`config.mk`:
```
export PLATFORM = sky130hd
export DESIGN_NAME = sample_mixer
export DESIGN_NICKNAME = d
export VERILOG_FILES = /design/src/rtl/audio_pkg.sv /design/src/rtl/mix_gain.sv /design/src/rtl/sample_mixer.sv
export SDC_FILE = /design/constraint.sdc
export NUM_CORES = 1
export LEC_CHECK = 0
export ABC_AREA = 1
export BUFFER_PORTS_ARGS = -buffer_cell sky130_fd_sc_hd__buf_2
export CAP_MARGIN = 25
export CORE_MARGIN = 3
export CORE_UTILIZATION = 45
export DETAILED_ROUTE_END_ITERATION = 7
export GPL_TIMING_DRIVEN = 0
export SLEW_MARGIN = 20
export SYNTH_ARGS = -nofsm -noshare
export SYNTH_HDL_FRONTEND = slang
export SYNTH_HIERARCHICAL = 1
export SYNTH_SLANG_ARGS = --single-unit
```
`constraint.sdc`:
```
create_clock -name clk -period 2.4 [get_ports clk]
set_input_delay 0.24 -clock clk [delete_from_list [all_inputs] [get_ports clk]]
set_output_delay 0.24 -clock clk [all_outputs]
set_load 0.02 [all_outputs]
```
`src/rtl/audio_pkg.sv`:
```
// Shared audio types and helpers for the sample players, mixer and PWM stage.
// Holds the sample format, the offset-binary silence code and a 10-bit to 8-bit saturator.
package audio_pkg;
  localparam int SMPL_W = 8;
  localparam int NCH    = 4;

  typedef logic signed [SMPL_W-1:0] sample_t;

  localparam logic [7:0] DUTY_SILENCE = 8'h80;

  localparam logic signed [9:0] SAT_MAX = 10'sd127;
  localparam logic signed [9:0] SAT_MIN = -10'sd128;

  function automatic sample_t sat8(input logic signed [9:0] x);
    sample_t r;
    if (x > SAT_MAX)      r = sample_t'(8'h7F);
    else if (x < SAT_MIN) r = sample_t'(8'h80);
    else                  r = sample_t'(x[7:0]);
    return r;
  endfunction
endpackage

```
`src/rtl/mix_gain.sv`:
```
// Purpose: per-channel mute and arithmetic-shift attenuation (mixer stage 1).
// Latency: 1 cycle, captured only on in_valid; holds otherwise.
// Backpressure: none, accepts a sample on every in_valid.
module mix_gain
  import audio_pkg::*;
(
  input  logic       clk,
  input  logic       rst_n,
  input  logic       in_valid,
  input  logic [7:0] smpl,
  input  logic       mute,
  input  logic [1:0] vol,
  output logic [7:0] gain
);

  sample_t shifted;

  // >>> on a signed operand rounds toward -inf, as the mixer expects.
  assign shifted = sample_t'(sample_t'(smpl) >>> vol);

  always_ff @(posedge clk or negedge rst_n) begin
    if (!rst_n) begin
      gain <= '0;
    end else if (in_valid) begin
      gain <= mute ? '0 : shifted;
    end
  end

endmodule

```
`src/rtl/sample_mixer.sv`:
```
// Purpose: four-channel gain, pair sum, saturating mix to offset-binary PWM duty, clip LED hold.
// Latency: 3 cycles from the in_valid capture edge to out_valid/duty.
// Backpressure: none; valids advance every cycle, full-rate in_valid is supported.
module sample_mixer
  import audio_pkg::*;
#(
  parameter int CLIP_HOLD = 4000
) (
  input  logic       clk,
  input  logic       rst_n,
  input  logic       in_valid,
  input  logic [7:0] smpl_0,
  input  logic [7:0] smpl_1,
  input  logic [7:0] smpl_2,
  input  logic [7:0] smpl_3,
  input  logic [3:0] mute,
  input  logic [7:0] vol,
  output logic       out_valid,
  output logic [7:0] duty,
  output logic       clip
);

  localparam int CW = $clog2(CLIP_HOLD + 1);
  localparam logic [CW-1:0] HOLD_LOAD = CW'(CLIP_HOLD);

  logic [7:0] smpl_a [NCH];
  logic [7:0] g      [NCH];

  assign smpl_a[0] = smpl_0;
  assign smpl_a[1] = smpl_1;
  assign smpl_a[2] = smpl_2;
  assign smpl_a[3] = smpl_3;

  for (genvar n = 0; n < NCH; n++) begin : g_ch
    mix_gain u_gain (
      .clk      (clk),
      .rst_n    (rst_n),
      .in_valid (in_valid),
      .smpl     (smpl_a[n]),
      .mute     (mute[n]),
      .vol      (vol[2*n +: 2]),
      .gain     (g[n])
    );
  end

  logic                v1, v2, v3;
  logic signed [8:0]   p0, p1;
  logic signed [9:0]   s;
  logic                clipped;
  logic [CW-1:0]       cnt, cnt_nxt;

  always_ff @(posedge clk or negedge rst_n) begin
    if (!rst_n) begin
      v1 <= 1'b0;
      v2 <= 1'b0;
      v3 <= 1'b0;
      p0 <= '0;
      p1 <= '0;
      s  <= '0;
    end else begin
      v1 <= in_valid;
      v2 <= v1;
      v3 <= v2;
      if (v1) begin
        p0 <= {g[0][7], g[0]} + {g[1][7], g[1]};
        p1 <= {g[2][7], g[2]} + {g[3][7], g[3]};
      end
      if (v2) begin
        s <= {p0[8], p0} + {p1[8], p1};
      end
    end
  end

  assign clipped = (s > SAT_MAX) || (s < SAT_MIN);

  // Reload wins over decrement so a fresh clip always restarts the full hold.
  always_comb begin
    cnt_nxt = cnt;
    if (v3) begin
      if (clipped)        cnt_nxt = HOLD_LOAD;
      else if (cnt != '0) cnt_nxt = cnt - 1'b1;
    end
  end

  always_ff @(posedge clk or negedge rst_n) begin
    if (!rst_n) begin
      out_valid <= 1'b0;
      duty      <= DUTY_SILENCE;
      cnt       <= '0;
      clip      <= 1'b0;
    end else begin
      out_valid <= v3;
      if (v3) begin
        duty <= sat8(s) ^ DUTY_SILENCE;
      end
      cnt  <= cnt_nxt;
      clip <= (cnt_nxt != '0);
    end
  end

endmodule

```
### After elaboration in Yosys (flattened, before gate mapping)

Cells that the tools add are included.
W data, S select, Z words.

| word-level totals | value |
|---|---|
| flip-flop bits (word level) | 85 |
| input port bits | 47 |
| output and inout bits | 10 |
| word-level logic and storage cells | 38 |

| cells by class | value |
|---|---|
| shifts and indexed selects | 4 |
| bitwise gates (word level) | 1 |
| multiplexer cells | 10 |
| reduce and logical (&&, ||, !) cells | 3 |
| add/sub/neg operators | 4 |
| $lt $le $gt $ge | 2 |

Operators by type and width:

| operator | number |
|---|---|
| $mux W8 | 7 |
| $mux W12 | 3 |
| $sshr A8 B2 Y8 | 4 |
| $reduce_bool A12 Y1 | 2 |
| $add A8 B8 Y9 | 2 |
| $sub A12 B1 Y12 const B | 1 |
| $add A9 B9 Y10 | 1 |
| $gt A10 B8 Y1 const B | 1 |
| $lt A10 B8 Y1 const B | 1 |
| $logic_or A1 B1 Y1 | 1 |
| $not A1 Y1 | 1 |

### Depth between registers and ports, before layout

Gate-level depths: netlist of the first run.

| depth | value |
|---|---|
| depth after elaboration | 5 |
| mapped depth | 13 |
| depth with buffers taken out | 13 |

### Hierarchy

The synthesis of the first run kept the hierarchy.

Modules (own cells, without submodules):

| module | area an instance (µm²) | instances | cells each | seq. area each (µm²) |
|---|---|---|---|---|
| sample_mixer | 3433.3 | 1 | 439 | 1327.5 |
| mix_gain | 478.0 | 4 | 69 | 200.2 |

### Worst setup path before layout of the first run

No wires, ideal clock.

| path | value |
|---|---|
| path type | register to register |
| start | reg p0[0] |
| end | reg s[8] |
| data arrival time | 1.533 ns |
| buffers on the path | 0 |
| library setup time | 0.129 ns |
| path slack | 0.738 ns |
| stages on the path, launching flop included | 11 |
| data required time | 2.271 ns |
| clock period less this slack | 1.662 ns |
| path through | dfrtp_1 ha_1 inv_1 fa_1 inv_1 nand2_1 nand2_1 a21oi_1 o21ai_0 xnor2_1 o21ai_0 |

| on the way | value |
|---|---|
| word-level cells in the longest chain between the ends | 1 |

RTL lines:

| element | line | source |
|---|---|---|
| start, declared | sample_mixer.sv:47 | `logic signed [8:0] p0, p1;` |
| start signal, assigned | sample_mixer.sv:65 | `p0 <= {g[0][7], g[0]} + {g[1][7], g[1]};` |
| $add A9 B9 Y10 | sample_mixer.sv:69 | `s <= {p0[8], p0} + {p1[8], p1};` |
| end signal, assigned | sample_mixer.sv:69 |  |
| end, declared | sample_mixer.sv:48 | `logic signed [9:0] s;` |

No other way between the ends.
A chain may end at the register's enable or synchronous reset.

### Final worst setup path of the first run

| path | value |
|---|---|
| start | reg cnt[0] |
| end | reg clip |

| on the way | value |
|---|---|
| word-level cells in the longest chain between the ends | 5 |
| elaborated cells on any way between the ends | 6 |
| those cells by class | add/sub (1); mux (3); reduce/logical (2) |

RTL lines:

| element | line | source |
|---|---|---|
| start, declared | sample_mixer.sv:50 | `logic [CW-1:0] cnt, cnt_nxt;` |
| start signal, assigned | sample_mixer.sv:96 | `cnt <= cnt_nxt;` |
| $sub A12 B1 Y12 or $reduce_bool A12 Y1 (tied branches) | sample_mixer.sv:81 | `else if (cnt != '0) cnt_nxt = cnt - 1'b1;` |
| $mux W12 | sample_mixer.sv:81 |  |
| $mux W12 | sample_mixer.sv:80 | `if (clipped) cnt_nxt = HOLD_LOAD;` |
| $mux W12 * | sample_mixer.sv:79 | `if (v3) begin` |
| $reduce_bool A12 Y1 * | sample_mixer.sv:97 | `clip <= (cnt_nxt != '0);` |
| end signal, assigned | sample_mixer.sv:97 |  |
| end, declared | sample_mixer.sv:20 | `output logic clip` |

Every way passes the cells marked *; elsewhere a longest branch is shown, timed or not.

==> results of run 1 <==
==> cells by family after synthesis <==
family / share of synthesized area (%)
simple gates: 36.2
buf+inv: 7.07
flops: 39.8
compound gates: 7.47
fa+ha+maj: 7.44
xor+xnor: 1.97
==> metrics by stage <==
step                      cell area, sq um  utilization, %  power (W)  hold slack (ps)
after floorplan                       5350               -    0.00346            -55.6
after global placement                5780            50.2    0.00389              434
after detailed placement              5810            50.5    0.00394              188
after CTS                             6130            53.2    0.00535             99.4
after global routing                  6130            53.2    0.00573             99.9
final                                 6130            53.2    0.00529              115
==> cell type report <==
type / instances / area [sq um]
fillers: 1152 / 5390
multi-input cells: 543 / 2840
flip-flops and latches: 85 / 2130
inverters: 77 / 309
repair buffers: 54 / 300
clock buffers: 9 / 225
well taps: 143 / 179
clock inverters: 7 / 76.3
plain buffers: 10 / 68.8
==> synthesized netlist by cell type <==
| cell | count |
|---|---|
| nand2_1 | 265 |
| nand3_1 | 85 |
| dfrtp_1 | 84 |
| inv_1 | 61 |
| nor2_1 | 33 |
| o21ai_0 | 30 |
| ha_1 | 27 |
| a21oi_1 | 14 |
| nand2_2 | 13 |
| nand4_1 | 12 |
| inv_2 | 11 |
| nor2_4 | 11 |
| xor2_1 | 8 |
| a31oi_1 | 6 |
| nor2_2 | 6 |
| clkbuf_1 | 5 |
| a21oi_2 | 4 |
| a22o_1 | 4 |
| buf_6 | 4 |
| inv_6 | 4 |
| xnor2_1 | 4 |
| fa_1 | 3 |
| or2_2 | 3 |
| a21o_1 | 2 |
| nand2_4 | 2 |
| nand3_2 | 2 |
| o21a_1 | 2 |
| o21ai_1 | 2 |
| buf_2 | 1 |
| clkinv_1 | 1 |
| dfstp_2 | 1 |
| nand3b_1 | 1 |
| o211ai_1 | 1 |
| o21ai_4 | 1 |
| o21bai_1 | 1 |
| or2_0 | 1 |
==> worst paths after layout <==
path                                  start                                  to  slack (ps)
min                                in_valid                        v1$_DFF_PN0_         120
max                        cnt[0]$_DFF_PN0_                      clip$_DFF_PN0_         540
max reg2reg                cnt[0]$_DFF_PN0_                      clip$_DFF_PN0_         540
min in group asynchronous             rst_n                    cnt[9]$_DFF_PN0_         370
min reg2reg                    v1$_DFF_PN0_                        v2$_DFF_PN0_         440
max in group asynchronous             rst_n  g_ch[1].u_gain/gain[1]$_DFFE_PN0P_        1440
==> registers in the layout, summed over array words and instances (netlist names) <==
register,flops
duty,8
s,10
p1,9
p0,9
g_ch.u_gain/gain,32
out_valid,1
v1,1
clip,1
v3,1
v2,1
cnt,12
==> power by group <==
part	internal [W]	switching [W]	total, W
registers	0.00177	0.000285	0.00206
clock network	0.000809	0.000574	0.00138
logic	0.000701	0.00115	0.00185
==> layer usage <==
| layer | share of wire (%) | global-route usage [%] | routed length, um |
|---|---|---|---|
| met5 | 0 | 0 | 0 |
| met4 | 2.2 | 7.04 | 238 |
| met3 | 3.2 | 2.58 | 341 |
| met2 | 47 | 29.5 | 5020 |
| met1 | 47 | 22.0 | 5050 |
==> results.py, run 1 <==
metrics = {
    "grt": {
        "grt_max_degree": 59,
        "grt_pass1_wl_mm": 18.8,
        "grt_pass1_vias": 4331,
        "grt_usage_pct": 17.3,
        "overflow": 0,
        "antenna_found_initial": 0,
    },
    "yosys": {
        "synth_cell_types": 36,
        "netlist.area_leader.share_pct": 39.3,
        "syn_nets": 792,
        "synthCells": 715,
        "syn_area_sq_mm": 0.00535,
        "synth_area_leaders": "dfrtp_1 39%, nand2_1 19%, nand3_1 8.0%, ha_1 6.3%, inv_1 4.3%",
        "yosysSeqAreaShare_pct": 39.8,
        "yosys.area.top_type": "dfrtp_1",
        "ys_ff_latch": 85,
        "syn_area_per_cell_sq_um": 7.48,
        "yosysWarnings": 6,
    },
    "place": {
        "hpwl_mm": 8.29,
        "portBuffers": 52,
        "gp_congestion": 0.861,
        "post-place-cells": 911,
        "pre_cts_ws_ps": 549,
    },
    "sta": {
        "max_freq_mhz": 538,
        "layout_min_cycle_time_ps": 1860,
        "grt_setup_unrepaired": "false",
        "setup_viol": 0,
        "relSlewSlack_pct": 73.6,
        "hold_viol": 0,
        "layout_setup_ws_ps": 543,
        "fin_crit_sh_pct": 77.4,
        "slew_violations": 0,
        "fin_tns_setup_ps": 0,
        "tightest_slew_ps": 396,
        "skew_ps": 5.36,
    },
    "floorplanning": {
        "die-area_sq_mm": 0.0132,
        "dieHeight_um": 115,
        "core_sq_mm": 0.0115,
        "die_w_um": 115,
        "num_rows": 39,
        "io_pins": 57,
        "initial_core_util_pct": 46.4,
    },
    "drt": {
        "first_iter_violations": 222,
        "drt_wl_total_mm": 10.6,
        "wire_per_inst_um": 11.5,
        "ant_nets": 0,
        "drc": 0,
        "drtPass1Iterations": 4,
        "via_per_inst": 4.95,
        "vias": 4595,
    },
    "clocking": {
        "clock_latency_ps": 340,
        "cts_resized": 0,
        "cts.clk_slew.worst_paths_ps": 60,
        "hold_buffers": 1,
        "cts_buffers": 9,
        "post_cts_buffers": 0,
        "htreeDepth": 3,
        "numClockSinks": 85,
        "cts_tree": "built",
        "cts_root_buffer": "clkbuf_16",
        "clockBufferDepth": 2,
    },
    "worst_setup_path": {
        "required_ps": 2610,
        "crit_buf_inv": 1,
        "critPathTopFamily": "simple AND/OR/NAND/NOR gates",
        "rr_worst_depth": 11,
        "cp-start-kind": "flop",
        "cp.arrival_ps": 2070,
        "cpMaxStageDelayCell": "dfrtp_1",
        "path_cells": "inv_1 -> ha_1 -> nand3_1 -> nor2_1 -> nand2_4 -> nand2_1 -> nand2_1 -> nand2_1 -> nand3_1 -> nor2_1 -> nand3_1",
        "setup.worst_path.class": "flop to flop",
        "cpPeakStageDelay_ps": 370,
        "worstSetupPathDepth": 11,
        "critPathMaxFanout": 8,
        "end_kind": "flop",
    },
    "job": {
        "maxCapViolCount": 0,
    },
    "cells_and_area": {
        "drive_above_1_share_pct": 16.8,
        "final_cells": 928,
        "nNetsFinal": 857,
        "final_common_cell": "nand2_1",
        "n_antenna_cell": 0,
        "mostFrequentLayoutCells": "265 x nand2_1, 85 x nand3_1, 84 x dfrtp_1, 61 x inv_1, 52 x buf_2",
        "syn2layout_area_growth_pct": 14.6,
    },
    "run_status": {
        "status": "complete, no violations",
    },
    "power": {
        "irDropWorstVdd_v": 0.000274,
        "power_density_mw_per_mm2": 863,
        "leakage_nw": 3.30,
    },
    "hold_path": {
        "worstHoldPathCells": 1,
        "hp-class": "input pin to flop",
    },
}
No activity file was read; power rests on OpenSTA's default activity.
==> run 2: changes to the inputs <==
--- a/config.mk
+++ b/config.mk
@@ -12,6 +12,7 @@
 export CORE_UTILIZATION = 45
 export DETAILED_ROUTE_END_ITERATION = 7
 export GPL_TIMING_DRIVEN = 0
+export PLACE_DENSITY = 0.66
 export SLEW_MARGIN = 20
 export SYNTH_ARGS = -nofsm -noshare
 export SYNTH_HDL_FRONTEND = slang
==> constraint.sdc (replaced) <==
create_clock -name clk -period 1.6 [get_ports clk]
set_input_delay 0.16 -clock clk [delete_from_list [all_inputs] [get_ports clk]]
set_output_delay 0.16 -clock clk [all_outputs]
set_load 0.02 [all_outputs]
==> results.py, run 2 (synthesized netlist as in run 1, its figures left out) <==
metrics = {
    "run_status": {
        "status": "finished, violations left",
        "violations": "negative setup slack",
    },
    "sta": {
        "slew_violations": 0,
        "grt_setup_unrepaired": "true",
        "fin_crit_sh_pct": 109,
        "relSlewSlack_pct": 70.6,
        "setup_viol": 11,
        "layout_min_cycle_time_ps": 1740,
        "max_freq_mhz": 574,
        "layout_setup_ws_ps": -144,
        "skew_ps": 10.3,
        "hold_viol": 0,
        "tightest_slew_ps": 441,
    },
    "worst_setup_path": {
        "rrSetupSlack_ps": -140,
        "required_ps": 1820,
        "worstReg2RegEnd": "p1[6]$_DFFE_PN0P_",
        "end_kind": "flop",
        "rr_worst_depth": 11,
        "worstReg2RegStart": "g_ch[3].u_gain/gain[0]$_DFFE_PN0P_",
        "cp.arrival_ps": 1960,
        "setup.worst_path.class": "flop to flop",
        "critPathMaxFanout": 3,
        "cp-start-kind": "flop",
    },
    "floorplanning": {
        "die_w_um": 115,
        "dieHeight_um": 115,
        "num_rows": 39,
        "initial_core_util_pct": 46.4,
        "core_sq_mm": 0.0115,
        "die-area_sq_mm": 0.0132,
        "io_pins": 57,
    },
    "cells_and_area": {
        "regMostFlops": "g_ch.u_gain/gain",
        "final_common_cell": "nand2_1",
        "final_cells": 949,
        "drive_above_1_share_pct": 24.9,
        "reg.largest.list": "g_ch.u_gain/gain: 32 flops, cnt: 12 flops, s: 10 flops",
        "nNetsFinal": 878,
        "largest_register_ff_count": 32,
        "mostFrequentLayoutCells": "255 x nand2_1, 83 x dfrtp_1, 81 x nand3_1, 52 x inv_1, 52 x buf_2",
        "final_area_sq_mm": 0.00651,
        "syn2layout_area_growth_pct": 21.8,
        "n_antenna_cell": 0,
    },
    "grt": {
        "grt_max_degree": 60,
        "grt_pass1_wl_mm": 19.2,
        "grt_pass1_vias": 4538,
        "antenna_found_initial": 0,
        "overflow": 0,
        "grt_usage_pct": 17.4,
    },
    "drt": {
        "ant_nets": 0,
        "drt_wl_total_mm": 11.5,
        "wire_per_inst_um": 12.1,
        "via_per_inst": 5.04,
        "drc": 0,
        "vias": 4780,
        "first_iter_violations": 341,
        "drtPass1Iterations": 4,
    },
    "power": {
        "p_clk_share_pct": 26.4,
        "irDropWorstVdd_v": 0.000548,
        "sw_frac_of_total_pct": 37.3,
        "power_w": 0.00868,
        "leakage_nw": 3.42,
        "seqPwrFrac_pct": 35.9,
        "p_int_w": 0.00544,
        "power_density_mw_per_mm2": 1330,
        "comb_power_share_pct": 37.7,
        "power_switching_w": 0.00324,
    },
    "clocking": {
        "cts_root_buffer": "clkbuf_16",
        "clockBufferDepth": 2,
        "cts.clk_slew.worst_paths_ps": 70,
        "htreeDepth": 3,
        "cts_tree": "built",
        "numClockSinks": 85,
        "cts_buffers": 9,
        "clock_latency_ps": 340,
    },
    "hold_path": {
        "worstHoldPathCells": 1,
        "min_to": "v1$_DFF_PN0_",
        "hold_path_startpoint": "in_valid",
        "hp-class": "input pin to flop",
    },
    "place": {
        "gp_congestion": 0.843,
        "portBuffers": 52,
        "post-place-cells": 911,
        "hpwl_mm": 8.34,
        "placed_cell_area_sq_mm": 0.00583,
    },
    "job": {
        "maxCapViolCount": 0,
    },
}
==> run 2: changes by cell type in the layout (fill, tap and decap cells not counted), sizes merged <==
cell      before  now
clkinv         5    2
clkinvlp       2    0
bufinv         1    2
inv           76   79
clkbuf        14   15
buf           58   79
==> run 2: metal layers <==
| layer | track usage, % | part of all wire, % |
|---|---|---|
| met5 | 0 | 0 |
| met4 | 5.09 | 1.6 |
| met3 | 3.11 | 2.8 |
| met2 | 30.9 | 51 |
| met1 | 21.7 | 44 |
==> run 2: worst max path at each step <==
stage,cells past startpoint,slack [ps],endpoint,startpoint
after global routing,13,-290,p0[8]$_DFFE_PN0P_,g_ch[1].u_gain/gain[0]$_DFFE_PN0P_
after floorplan,13,-20,p0[8]$_DFFE_PN0P_,g_ch[0].u_gain/gain[0]$_DFFE_PN0P_
after detailed placement,11,-260,clip$_DFF_PN0_,cnt[0]$_DFF_PN0_
after global placement,1,-290,g_ch[2].u_gain/gain[3]$_DFFE_PN0P_,rst_n
after CTS,13,-150,p0[8]$_DFFE_PN0P_,g_ch[1].u_gain/gain[0]$_DFFE_PN0P_
final,11,-140,p1[6]$_DFFE_PN0P_,g_ch[3].u_gain/gain[0]$_DFFE_PN0P_
==> run 2: what timing repair did <==
item	4_1_cts	5_1_grt
pin swaps	14	30
resized for setup	25	35
hold endpoints to repair	25	0
hold buffers	1	0
gates cloned	0	0
endpoints found under the setup margin	11	20
setup buffers	10	12
==> run 2: layout make-up <==
type | count | area [sq um]
Multi-Input combinational cell | 543 | 3030
Buffer | 10 | 68.8
Clock inverter | 6 | 91.3
Timing Repair Buffer | 75 | 465
Inverter | 77 | 312
Tap cell | 143 | 179
Clock buffer | 10 | 239
Sequential cell | 85 | 2130
Fill cell | 1082 | 5010
==> run 2: power by group through the flow <==
stage,sequential [W],combinational [W],clock [W]
floorplan,0.00314,0.00207,0
global placement,0.00310,0.00273,0
detailed placement,0.00313,0.00281,0
CTS,0.00311,0.00294,0.00234
global route,0.00319,0.00370,0.00242
finish,0.00312,0.00327,0.00229
==> run 2: critical path, cell delays in order, from the launching register on <==
cell and delay (ps):
dfrtp_1 380, ha_2 190, inv_2 40, fa_2 330, inv_2 90, nand3_2 60
nand2_2 80, nand2_1 80, nand2_1 80, a21oi_2 50, xor2_1 170, o21ai_1 80
==> run 2: through the flow <==
stage                     TNS [ps]  worst slack, ps  hold slack (ps)  util, %
final                         -872             -144             35.9     56.5
after floorplan              -23.5            -18.9             -136        -
after global placement      -25120             -292              384     50.3
after CTS                    -1110             -150             29.6     54.8
after detailed placement     -1340             -265              103     50.6
after global routing         -2310             -290             24.2     56.5
==> run 3: changes to the inputs <==
--- a/config.mk
+++ b/config.mk
@@ -8,7 +8,6 @@
 export ABC_AREA = 1
 export BUFFER_PORTS_ARGS = -buffer_cell sky130_fd_sc_hd__buf_2
 export CAP_MARGIN = 25
-export CORE_MARGIN = 3
 export CORE_UTILIZATION = 45
 export DETAILED_ROUTE_END_ITERATION = 7
 export GPL_TIMING_DRIVEN = 0
==> results.py, run 3 (synthesized netlist as in run 1, its figures left out) <==
metrics = {
    "run_status": {
        "status": "finished, violations left",
        "violations": "design-rule violations, negative setup slack",
    },
    "drt": {
        "drtPass1Iterations": 6,
        "wire_per_inst_um": 11.9,
        "vias": 4804,
        "drc": 4,
        "first_iter_violations": 232,
        "via_per_inst": 5.01,
        "drt_wl_total_mm": 11.4,
        "ant_nets": 0,
    },
    "place": {
        "portBuffers": 52,
        "hpwl_mm": 8.07,
        "gp_congestion": 0.881,
    },
    "sta": {
        "max_freq_mhz": 550,
        "grt_setup_unrepaired": "true",
        "layout_min_cycle_time_ps": 1820,
        "hold_viol": 0,
        "hold_slack_ps": 28.8,
        "setup_viol": 11,
        "slew_violations": 0,
        "relSlewSlack_pct": 70.4,
        "layout_setup_ws_ps": -218,
        "skew_ps": 7.96,
        "tightest_slew_ps": 444,
        "fin_crit_sh_pct": 114,
    },
    "cells_and_area": {
        "largest_register_ff_count": 32,
        "mostFrequentLayoutCells": "252 x nand2_1, 84 x dfrtp_1, 79 x nand3_1, 53 x inv_1, 52 x buf_2",
        "finish.utilization_pct": 57.6,
        "reg.largest.list": "g_ch.u_gain/gain: 32 flops, cnt: 12 flops, s: 10 flops",
        "regMostFlops": "g_ch.u_gain/gain",
        "drive_above_1_share_pct": 26.4,
        "n_antenna_cell": 0,
        "nNetsFinal": 887,
        "final_common_cell": "nand2_1",
        "syn2layout_area_growth_pct": 24.2,
    },
    "hold_path": {
        "hp-class": "input pin to flop",
    },
    "power": {
        "power_density_mw_per_mm2": 1330,
        "leakage_nw": 3.47,
        "irDropWorstVdd_v": 0.000511,
    },
    "clocking": {
        "clock_latency_ps": 340,
        "cts_tree": "built",
        "cts_buffers": 9,
        "numClockSinks": 85,
        "clockBufferDepth": 2,
        "cts_root_buffer": "clkbuf_16",
        "cts.clk_slew.worst_paths_ps": 60,
        "htreeDepth": 3,
    },
    "worst_setup_path": {
        "path_cells": "ha_2 -> inv_2 -> fa_2 -> inv_2 -> nand3_2 -> nand2_2 -> nand2_2 -> buf_4 -> buf_4 -> buf_4 -> nand2_2 -> o21ai_1",
        "critPathMaxFanout": 2,
        "cpMaxStageDelayCell": "dfrtp_1",
        "cp-start-kind": "flop",
        "required_ps": 1830,
        "cpPeakStageDelay_ps": 400,
        "cp.arrival_ps": 2040,
        "end_kind": "flop",
        "setup.worst_path.class": "flop to flop",
    },
    "floorplanning": {
        "die-area_sq_mm": 0.0123,
        "initial_core_util_pct": 46.4,
        "core_sq_mm": 0.0115,
        "io_pins": 57,
        "die_w_um": 111,
        "num_rows": 39,
        "dieHeight_um": 111,
    },
    "grt": {
        "grt_pass1_wl_mm": 19.5,
        "grt_max_degree": 59,
        "antenna_found_initial": 0,
        "grt_usage_pct": 19.1,
        "overflow": 0,
        "grt_pass1_vias": 4554,
    },
    "job": {
        "maxCapViolCount": 0,
    },
}
run 3: cell count changes in the layout (fill, tap and decap cells not counted), moves of 2 or more:
cell and delta:
ha_4 +3, nand3_1 -2, nand2_1 -3, ha_1 -2, buf_4 +9, nand2_4 +2, nand3_2 +2
run 3: final cells by class:
| class | instances | area [sq um] |
|---|---|---|
| clock inverter | 7 | 105 |
| multi-input combinational | 543 | 3090 |
| buffer | 10 | 68.8 |
| inverter | 77 | 309 |
| timing repair buffer | 84 | 533 |
| fill | 1053 | 4880 |
| clock buffer | 9 | 225 |
| sequential | 85 | 2130 |
| tap | 143 | 179 |
run 3: what timing repair did:
action	CTS	global route
endpoints found under the hold margin	26	0
endpoints found under the setup margin	9	18
setup buffers	19	12
gates resized for setup	40	27
hold buffers	1	0
pin swaps	22	26
run 3: routing by layer:
metal | vias up | track usage [%] | share of wire (%)
met5 | - | 0 | 0
met4 | 0 | 6.67 | 2.2
met3 | 20 | 3.55 | 2.8
met2 | 86 | 34.2 | 49
met1 | 2193 | 22.9 | 46
li1 | 2505 | - | -
run 3: path summary, 6_finish.rpt:
path | endpoint | cells after the start | start | slack (ps)
worst max-delay path | p0[4]$_DFFE_PN0P_ | 12 | g_ch[1].u_gain/gain[0]$_DFFE_PN0P_ | -220
worst min-delay path | v1$_DFF_PN0_ | 1 | in_valid | 30
worst max register to register | p0[4]$_DFFE_PN0P_ | 12 | g_ch[1].u_gain/gain[0]$_DFFE_PN0P_ | -220
worst min register to register | v2$_DFF_PN0_ | 0 | v1$_DFF_PN0_ | 460
max in group asynchronous | g_ch[2].u_gain/gain[1]$_DFFE_PN0P_ | 3 | rst_n | 720
min in group asynchronous | cnt[9]$_DFF_PN0_ | 2 | rst_n | 290
run 3: worst max-delay path, delay by kind of cell (launching register included):
kind	cells	cell delay (ps)
AND/OR/NAND/NOR	4	230
flip-flops	1	400
buffers and inverters	5	480
AO/OA/AOI/OAI	1	60
adder cells (fa/ha/maj)	2	530
run 3: through the flow:
| stage | setup WS [ps] | total power, W | cell area, sq um | setup TNS (ps) | instances |
|---|---|---|---|---|---|
| after floorplan | -18.9 | 0.00520 | 5360 | -23.5 | 715 |
| after global placement | -310 | 0.00583 | 5800 | -26640 | 910 |
| after detailed placement | -238 | 0.00593 | 5830 | -1350 | 911 |
| after CTS | -151 | 0.00852 | 6430 | -881 | 947 |
| after global routing | -324 | 0.00949 | 6640 | -2420 | 958 |
| final | -218 | 0.00885 | 6640 | -1320 | 958 |
run 3: where the power goes:
part	switching (W)	internal [W]
logic	0.00198	0.00145
registers	0.000458	0.00266
clock network	0.000905	0.00139
total	0.00335	0.00550
